`config.mk`:
```
export PLATFORM = sky130hd
export DESIGN_NAME = feature_fetch_sequencer_flat
export DESIGN_NICKNAME = d
export VERILOG_FILES = /design/src/rtl/feature_fetch_pkg.sv /design/src/rtl/feature_fetch_sequencer_if.sv /design/src/rtl/fetch_watchdog.sv /design/src/rtl/feature_fetch_sequencer.sv /design/src/flat_wrapper.sv
export SDC_FILE = /design/constraint.sdc
export NUM_CORES = 1
export LEC_CHECK = 0
export CAP_MARGIN = 20
export CORE_ASPECT_RATIO = 0.5
export CORE_UTILIZATION = 35
export DETAILED_ROUTE_END_ITERATION = 7
export GPL_ROUTABILITY_DRIVEN = 0
export SYNTH_ARGS = -nofsm -noshare
export SYNTH_HDL_FRONTEND = slang
export SYNTH_SLANG_ARGS = --single-unit
```
`constraint.sdc`:
```
create_clock -name clk -period 2 [get_ports clk]
set_input_delay 0.2 -clock clk [delete_from_list [all_inputs] [get_ports clk]]
set_output_delay 0.2 -clock clk [all_outputs]
set_load 0.005 [all_outputs]
```
`src/rtl/feature_fetch_pkg.sv`:
```
// Shared definitions for the fetch sequencers: state encoding, default widths and fetch types.
// Imported by the feature-fetch sequencer today and by the weight-fetch sequencer later.
package feature_fetch_pkg;

   localparam int unsigned SRC_W_DEF   = 16;
   localparam int unsigned DST_W_DEF   = 8;
   localparam int unsigned LEN_W_DEF   = 8;
   localparam int unsigned TIMEOUT_DEF = 15;

   typedef enum logic [1:0] {
      StIdle,
      StIssue,
      StWait,
      StDone
   } fetch_state_e;

   localparam logic [7:0] FETCH_TYPE_FEATURE = 8'h01;
   localparam logic [7:0] FETCH_TYPE_WEIGHT  = 8'h02;
   localparam logic [7:0] FETCH_TYPE_BIAS    = 8'h03;

endpackage

```
`src/rtl/feature_fetch_sequencer_if.sv`:
```
// Command and fetch-unit signals of the feature-fetch sequencer.
// master = top FSM plus fetch unit side, slave = the sequencer itself.
interface feature_fetch_sequencer_if #(
   parameter int unsigned SRC_W = 16,
   parameter int unsigned DST_W = 8,
   parameter int unsigned LEN_W = 8
);
   logic             cmd_valid;
   logic             cmd_ready;
   logic [SRC_W-1:0] cmd_src_addr;
   logic [7:0]       cmd_src_stride;
   logic [DST_W-1:0] cmd_dst_addr;
   logic [LEN_W-1:0] cmd_len;
   logic [7:0]       cmd_type;
   logic [7:0]       cmd_mem_sel;
   logic             fetch_enable;
   logic [SRC_W-1:0] fetch_src_addr;
   logic [DST_W-1:0] fetch_dst_addr;
   logic [7:0]       fetch_type;
   logic [7:0]       fetch_mem_sel;
   logic             fetch_done;
   logic             seq_busy;
   logic             seq_done;
   logic             seq_err;
   logic [LEN_W-1:0] lines_done;

   modport master (
      output cmd_valid, cmd_src_addr, cmd_src_stride, cmd_dst_addr, cmd_len, cmd_type,
             cmd_mem_sel, fetch_done,
      input  cmd_ready, fetch_enable, fetch_src_addr, fetch_dst_addr, fetch_type, fetch_mem_sel,
             seq_busy, seq_done, seq_err, lines_done
   );

   modport slave (
      input  cmd_valid, cmd_src_addr, cmd_src_stride, cmd_dst_addr, cmd_len, cmd_type,
             cmd_mem_sel, fetch_done,
      output cmd_ready, fetch_enable, fetch_src_addr, fetch_dst_addr, fetch_type, fetch_mem_sel,
             seq_busy, seq_done, seq_err, lines_done
   );

endinterface

```
`src/rtl/fetch_watchdog.sv`:
```
// Clearable up-counter; tc_o flags the TIMEOUT-th consecutive enabled cycle since the last clear.
module fetch_watchdog #(
   parameter int unsigned TIMEOUT = 15
) (
   input  logic clk,
   input  logic rst,
   input  logic clr_i,
   input  logic en_i,
   output logic tc_o
);
   localparam int unsigned CntW = $clog2(TIMEOUT);

   logic [CntW-1:0] cnt_q, cnt_d;

   always_comb begin
      cnt_d = cnt_q;
      if (clr_i) begin
         cnt_d = '0;
      end else if (en_i) begin
         cnt_d = cnt_q + CntW'(1);
      end
   end

   // Counter holds enabled cycles already elapsed, so the current one is number cnt_q + 1.
   assign tc_o = en_i && (cnt_q == CntW'(TIMEOUT - 1));

   always_ff @(posedge clk) begin
      if (rst) begin
         cnt_q <= '0;
      end else begin
         cnt_q <= cnt_d;
      end
   end

endmodule

```
`src/rtl/feature_fetch_sequencer.sv`:
```
// Expands one multi-line fetch command into per-line fetch requests, waiting for each fetch_done
// and aborting with a sticky error when a line times out.
module feature_fetch_sequencer
   import feature_fetch_pkg::*;
#(
   parameter int unsigned SRC_W   = SRC_W_DEF,
   parameter int unsigned DST_W   = DST_W_DEF,
   parameter int unsigned LEN_W   = LEN_W_DEF,
   parameter int unsigned TIMEOUT = TIMEOUT_DEF
) (
   input logic                      clk,
   input logic                      rst,
   feature_fetch_sequencer_if.slave bus
);
   fetch_state_e     state_q, state_d;
   logic [SRC_W-1:0] src_q, src_d;
   logic [DST_W-1:0] dst_q, dst_d;
   logic [7:0]       stride_q, stride_d;
   logic [7:0]       type_q, type_d;
   logic [7:0]       mem_q, mem_d;
   logic [LEN_W-1:0] rem_q, rem_d;
   logic [LEN_W-1:0] lines_q, lines_d;
   logic             en_q, en_d;
   logic             done_q, done_d;
   logic             err_q, err_d;
   logic             wd_clr, wd_en, wd_tc;

   assign wd_clr = (state_q == StIssue);
   assign wd_en  = (state_q == StWait);

   fetch_watchdog #(
      .TIMEOUT(TIMEOUT)
   ) u_watchdog (
      .clk  (clk),
      .rst  (rst),
      .clr_i(wd_clr),
      .en_i (wd_en),
      .tc_o (wd_tc)
   );

   always_comb begin
      state_d  = state_q;
      src_d    = src_q;
      dst_d    = dst_q;
      stride_d = stride_q;
      type_d   = type_q;
      mem_d    = mem_q;
      rem_d    = rem_q;
      lines_d  = lines_q;
      err_d    = err_q;
      en_d     = 1'b0;
      done_d   = 1'b0;
      unique case (state_q)
         StIdle: begin
            if (bus.cmd_valid) begin
               src_d    = bus.cmd_src_addr;
               dst_d    = bus.cmd_dst_addr;
               stride_d = bus.cmd_src_stride;
               type_d   = bus.cmd_type;
               mem_d    = bus.cmd_mem_sel;
               rem_d    = bus.cmd_len;
               lines_d  = '0;
               err_d    = 1'b0;
               if (bus.cmd_len == '0) begin
                  state_d = StDone;
                  done_d  = 1'b1;
               end else begin
                  state_d = StIssue;
                  en_d    = 1'b1;
               end
            end
         end
         StIssue: state_d = StWait;
         StWait: begin
            // A completion in the same cycle as the timeout still counts.
            if (bus.fetch_done) begin
               lines_d = lines_q + LEN_W'(1);
               rem_d   = rem_q - LEN_W'(1);
               if (rem_q == LEN_W'(1)) begin
                  state_d = StDone;
                  done_d  = 1'b1;
               end else begin
                  src_d   = src_q + SRC_W'(stride_q);
                  dst_d   = dst_q + DST_W'(1);
                  state_d = StIssue;
                  en_d    = 1'b1;
               end
            end else if (wd_tc) begin
               err_d   = 1'b1;
               state_d = StDone;
               done_d  = 1'b1;
            end
         end
         StDone: state_d = StIdle;
         default: state_d = StIdle;
      endcase
   end

   always_ff @(posedge clk) begin
      if (rst) begin
         state_q  <= StIdle;
         src_q    <= '0;
         dst_q    <= '0;
         stride_q <= '0;
         type_q   <= '0;
         mem_q    <= '0;
         rem_q    <= '0;
         lines_q  <= '0;
         en_q     <= 1'b0;
         done_q   <= 1'b0;
         err_q    <= 1'b0;
      end else begin
         state_q  <= state_d;
         src_q    <= src_d;
         dst_q    <= dst_d;
         stride_q <= stride_d;
         type_q   <= type_d;
         mem_q    <= mem_d;
         rem_q    <= rem_d;
         lines_q  <= lines_d;
         en_q     <= en_d;
         done_q   <= done_d;
         err_q    <= err_d;
      end
   end

   assign bus.cmd_ready      = (state_q == StIdle);
   assign bus.seq_busy       = (state_q != StIdle);
   assign bus.fetch_enable   = en_q;
   assign bus.fetch_src_addr = src_q;
   assign bus.fetch_dst_addr = dst_q;
   assign bus.fetch_type     = type_q;
   assign bus.fetch_mem_sel  = mem_q;
   assign bus.seq_done       = done_q;
   assign bus.seq_err        = err_q;
   assign bus.lines_done     = lines_q;

endmodule

```
`src/flat_wrapper.sv`:
```
// flat-port wrapper written by rule: the top's interface ports become plain ports
module feature_fetch_sequencer_flat import feature_fetch_pkg::*;
#(
   parameter int unsigned SRC_W   = SRC_W_DEF,
   parameter int unsigned DST_W   = DST_W_DEF,
   parameter int unsigned LEN_W   = LEN_W_DEF,
   parameter int unsigned TIMEOUT = TIMEOUT_DEF
)
  (clk, rst, bus_cmd_valid, bus_cmd_src_addr, bus_cmd_src_stride, bus_cmd_dst_addr, bus_cmd_len, bus_cmd_type, bus_cmd_mem_sel, bus_fetch_done, bus_cmd_ready, bus_fetch_enable, bus_fetch_src_addr, bus_fetch_dst_addr, bus_fetch_type, bus_fetch_mem_sel, bus_seq_busy, bus_seq_done, bus_seq_err, bus_lines_done);
  feature_fetch_sequencer_if #(.SRC_W(SRC_W), .DST_W(DST_W), .LEN_W(LEN_W)) bus_i ();
  input logic clk;
  input logic rst;
  input wire logic [$bits(bus_i.cmd_valid)-1:0] bus_cmd_valid;
  input wire logic [$bits(bus_i.cmd_src_addr)-1:0] bus_cmd_src_addr;
  input wire logic [$bits(bus_i.cmd_src_stride)-1:0] bus_cmd_src_stride;
  input wire logic [$bits(bus_i.cmd_dst_addr)-1:0] bus_cmd_dst_addr;
  input wire logic [$bits(bus_i.cmd_len)-1:0] bus_cmd_len;
  input wire logic [$bits(bus_i.cmd_type)-1:0] bus_cmd_type;
  input wire logic [$bits(bus_i.cmd_mem_sel)-1:0] bus_cmd_mem_sel;
  input wire logic [$bits(bus_i.fetch_done)-1:0] bus_fetch_done;
  output wire logic [$bits(bus_i.cmd_ready)-1:0] bus_cmd_ready;
  output wire logic [$bits(bus_i.fetch_enable)-1:0] bus_fetch_enable;
  output wire logic [$bits(bus_i.fetch_src_addr)-1:0] bus_fetch_src_addr;
  output wire logic [$bits(bus_i.fetch_dst_addr)-1:0] bus_fetch_dst_addr;
  output wire logic [$bits(bus_i.fetch_type)-1:0] bus_fetch_type;
  output wire logic [$bits(bus_i.fetch_mem_sel)-1:0] bus_fetch_mem_sel;
  output wire logic [$bits(bus_i.seq_busy)-1:0] bus_seq_busy;
  output wire logic [$bits(bus_i.seq_done)-1:0] bus_seq_done;
  output wire logic [$bits(bus_i.seq_err)-1:0] bus_seq_err;
  output wire logic [$bits(bus_i.lines_done)-1:0] bus_lines_done;
  assign bus_i.cmd_valid = bus_cmd_valid;
  assign bus_i.cmd_src_addr = bus_cmd_src_addr;
  assign bus_i.cmd_src_stride = bus_cmd_src_stride;
  assign bus_i.cmd_dst_addr = bus_cmd_dst_addr;
  assign bus_i.cmd_len = bus_cmd_len;
  assign bus_i.cmd_type = bus_cmd_type;
  assign bus_i.cmd_mem_sel = bus_cmd_mem_sel;
  assign bus_i.fetch_done = bus_fetch_done;
  assign bus_cmd_ready = bus_i.cmd_ready;
  assign bus_fetch_enable = bus_i.fetch_enable;
  assign bus_fetch_src_addr = bus_i.fetch_src_addr;
  assign bus_fetch_dst_addr = bus_i.fetch_dst_addr;
  assign bus_fetch_type = bus_i.fetch_type;
  assign bus_fetch_mem_sel = bus_i.fetch_mem_sel;
  assign bus_seq_busy = bus_i.seq_busy;
  assign bus_seq_done = bus_i.seq_done;
  assign bus_seq_err = bus_i.seq_err;
  assign bus_lines_done = bus_i.lines_done;
  feature_fetch_sequencer #(.SRC_W(SRC_W), .DST_W(DST_W), .LEN_W(LEN_W), .TIMEOUT(TIMEOUT)) u_core (.clk(clk), .rst(rst), .bus(bus_i));
endmodule
```
==> results_dict.tcl <==
set metrics [dict create \
    outcome "finished, final reports clean" \
    post_synthesis_share_of_cell_area_spent_on_full_adders_half_adders_and_majority_gates_pct 4.97 \
    timing.rr.end "u_core.bus.fetch_src_addr[14]" \
    detailedRoute.firstIterationViolations 214 \
    synth-compound-area-share_pct 24.5 \
    min-delay-path-class "in -> reg" \
    clock_sinks 73 \
    worst_slack_on_hold_paths_ns 0.348 \
    critPathArrivalTime_ns 2.21 \
    period_needed_ns 2.00 \
    main_combinational_cell_family_by_area_after_synthesis "simple AND/OR/NAND/NOR gates" \
    synth.cell_area_sq_mm 0.00392 \
    drt_wl_total_mm 11.4 \
    global_route_wire_length_before_repair_mm 18.5 \
    power_density_mw_per_mm2 766 \
    dominantRegCellSynth "dfxtp_1" \
    ir_worst_vdd_mv 0.379 \
    timing.critical_path.fanout_max 3 \
    crit_path_end "u_core.bus.fetch_src_addr[14]" \
    grt_pass1_vias 3801 \
    synth_xor_xnor_area_share_pct 1.79 \
    vias_per_cell 5.19 \
    clock-root-buffer "clkbuf_16" \
    setup_viol_count_final 0 \
    fin_nets 706 \
    worst_skew_pair.late_latency_ns 0.33 \
    routedWlPerCell_um 14.7 \
    grt_antenna_before_repair 0 \
    post_route_cells_drive_above_1_share_pct 10.2 \
    numCtsBuffers 9 \
    htree_levels 3 \
    timing.critical_path.cells "ha_4 > fa_2 > a211oi_2 > o211ai_1 > nand3_1 > mux2i_1 > a2111oi_1" \
    antenna-diode-count 0 \
    track_usage_pct 19.9 \
    clock_tree.buffer_depth 2 \
    area_delta_synth_final_pct 46.5 \
    worst_clock_skew_ns 0.00469 \
    place_area_sq_mm 0.00535 \
    antenna_violation_net_count_after_detailed_routing 0 \
    fillerInstances 1003 \
    final_core_util_pct 54.5 \
    drc 0 \
    count_of_port_buffers_added_during_placement 112 \
    tritoncts_clock_tree "built" \
    synth.yosys.seq_area_share_pct 37.2 \
    totalNegativeSetupSlack_ns 0 \
    cts.clk_slew.worst_paths_ns 0.06 \
    cp-start-kind "flop" \
    grt_max_degree 65 \
    synth_edf_count 0 \
    start_util_pct 37.2 \
    worst-r2r-cell-count 7 \
    timing.critical_path.slowest_stage_cell "fa_2" \
    yosysUniqueCellTypes 55 \
    floorplan.die.height_um 76.9 \
    report.final.slew_viol_count 0 \
    layout_worst_path_cycle_share_pct 99.8 \
    design.core.area_sq_mm 0.0105 \
    most_common_cell_after_layout_fill_and_taps_aside "clkdlybuf4s50_1" \
    grt_setup_unrepaired "true" \
    reg2reg_from "u_core.bus.fetch_src_addr[0]" \
    async_flop_share_pct 0 \
    tightest_slew_ns 0.462 \
    yosys-mux-area-fraction_pct 0.765 \
    worst_path_largest_cell_delay_ns 0.35 \
    synthesis.nets 587 \
    area.sequential_sq_mm 0.00146 \
    crit_start "u_core.bus.fetch_src_addr[0]" \
    hold_viol 0 \
    detailroute.via_count 4027 \
    floorplan.rows 26 \
    power.static_leakage_nw 2.12 \
    slew_headroom_pct 69.0 \
    synthesized_area_per_cell_sq_um 7.66 \
    die_width_um 152 \
    multi_input_combinational_cell_area_sq_mm 0.00235 \
    layout_common_cells "111 x clkdlybuf4s50_1, 100 x nand2_1, 71 x dfxtp_1" \
    dr.pass1.iters 4 \
    dp.final_hpwl_mm 7.83 \
    max_cap_violations 0 \
    worstSetupPathType "reg -> reg" \
    max_clk_rate_ghz 0.501 \
    ys_ff_latch 73 \
    worstSetupEndpointType "flop" \
    post_synth_inst_count 512 \
    num_io_pins 113 \
    reg2reg_slack_ns 0.003 \
    post-route-cell-area_sq_mm 0.00575 \
    globalRouteOverflowTotal 0 \
    ys.warnings.count 0 \
    yosys.area_share.simple_pct 26.2 \
    worstPathRequired_ns 2.22 \
    die-area_sq_mm 0.0117 \
]
-- worst min path at each step --
stage,from,to,cells after the start
2_1_floorplan,bus_cmd_src_stride[0],u_core.stride_q[0],2
4_1_cts,rst,u_core.rem_q[7],3
5_1_grt,rst,u_core.rem_q[7],3
6_report,rst,u_core.rem_q[7],3
3_5_place_dp,u_core.bus.fetch_mem_sel[3],u_core.bus.fetch_mem_sel[3],2
3_3_place_gp,u_core.bus.fetch_type[1],u_core.bus.fetch_type[1],2
-- sequential cells by signal (all words and copies together) (netlist names) --
register and cells:
u_core.bus.fetch_enable 1, u_core.bus.fetch_src_addr 16, u_core.u_watchdog.cnt_q 4, u_core.bus.seq_err 1, u_core.state_q 2, u_core.bus.fetch_type 8, u_core.bus.seq_done 1, u_core.bus.lines_done 8
u_core.bus.fetch_dst_addr 8, u_core.rem_q 8, u_core.bus.fetch_mem_sel 8, u_core.stride_q 8
-- cells by family (layout without fill, tap and decap cells) --
group,after synthesis,count (layout)
AOI/OAI and AO/OA,152,152
xor gates and xnor gates,8,8
adders and majority gates,15,15
buffers and inverters,43,167
DFF,73,73
muxes,3,3
and+or+nand+nor,218,218
-- metrics by stage --
| stage | power, W | cells | worst slack, ns |
|---|---|---|---|
| 2_1_floorplan | 0.00216 | 512 | 0.0467 |
| 3_3_place_gp | 0.00265 | 758 | -0.0988 |
| 3_5_place_dp | 0.00266 | 758 | -0.247 |
| 4_1_cts | 0.00442 | 776 | -0.0364 |
| 5_1_grt | 0.00462 | 776 | -0.0912 |
| 6_report | 0.00440 | 776 | 0.00327 |
-- per-layer routing --
layer	wire, um	global-route usage (%)	vias up
li1	-	-	2078
met3	602	5.71	4
met4	57	4.16	0
met2	5240	32.0	82
met5	0	0	-
met1	5510	26.2	1863
-- cell usage after synthesis (6+ instances only) --
cell      instances  share of area [%]
nand3_1          14                1.8
nand2_1         100                9.6
nand2b_1          7                1.1
a211oi_1         14                2.7
and2_1            7                1.1
inv_1             9               0.86
buf_2            12                1.5
nor2_1           41                3.9
nand4_1           9                1.4
o31ai_1           6                1.1
ha_1             14                4.5
nor3_1           11                1.4
o21ai_0          26                3.3
dfxtp_1          73                 37
a31oi_1           7                1.1
clkbuf_1         21                2.0
a21o_1            6                1.1
a21oi_1          60                7.7
-- area by class of cell --
class | count | area share, %
clock buffers | 9 | 3.92
clock inverters | 7 | 1.63
inverters | 9 | 0.588
multi-input cells | 396 | 40.9
flip-flops and latches | 73 | 25.5
well taps | 140 | 3.05
repair buffers | 142 | 24.4
-- where the power goes --
group          total (W)  leakage [nW]  internal (W)  switching (W)
clock            0.00175         0.152       0.00109       0.000658
combinational   0.000982          1.37      0.000515       0.000466
sequential       0.00167         0.600       0.00156       0.000106
total            0.00440          2.12       0.00317        0.00123
-- what timing repair did --
action	in CTS	in global routing
pin swaps	6	6
gates resized for setup	7	6
setup buffers	2	0
endpoints found under the setup margin	4	6
hold buffers	0	0
-- worst max-delay path, delay by kind of cell, from the launching register on --
kind,cells,cell delay (ns)
compound gates,3,0.81
fa+ha+maj,2,0.51
flops,1,0.33
simple gates,1,0.14
mux,1,0.08
No activity file was read; power rests on OpenSTA's default activity.
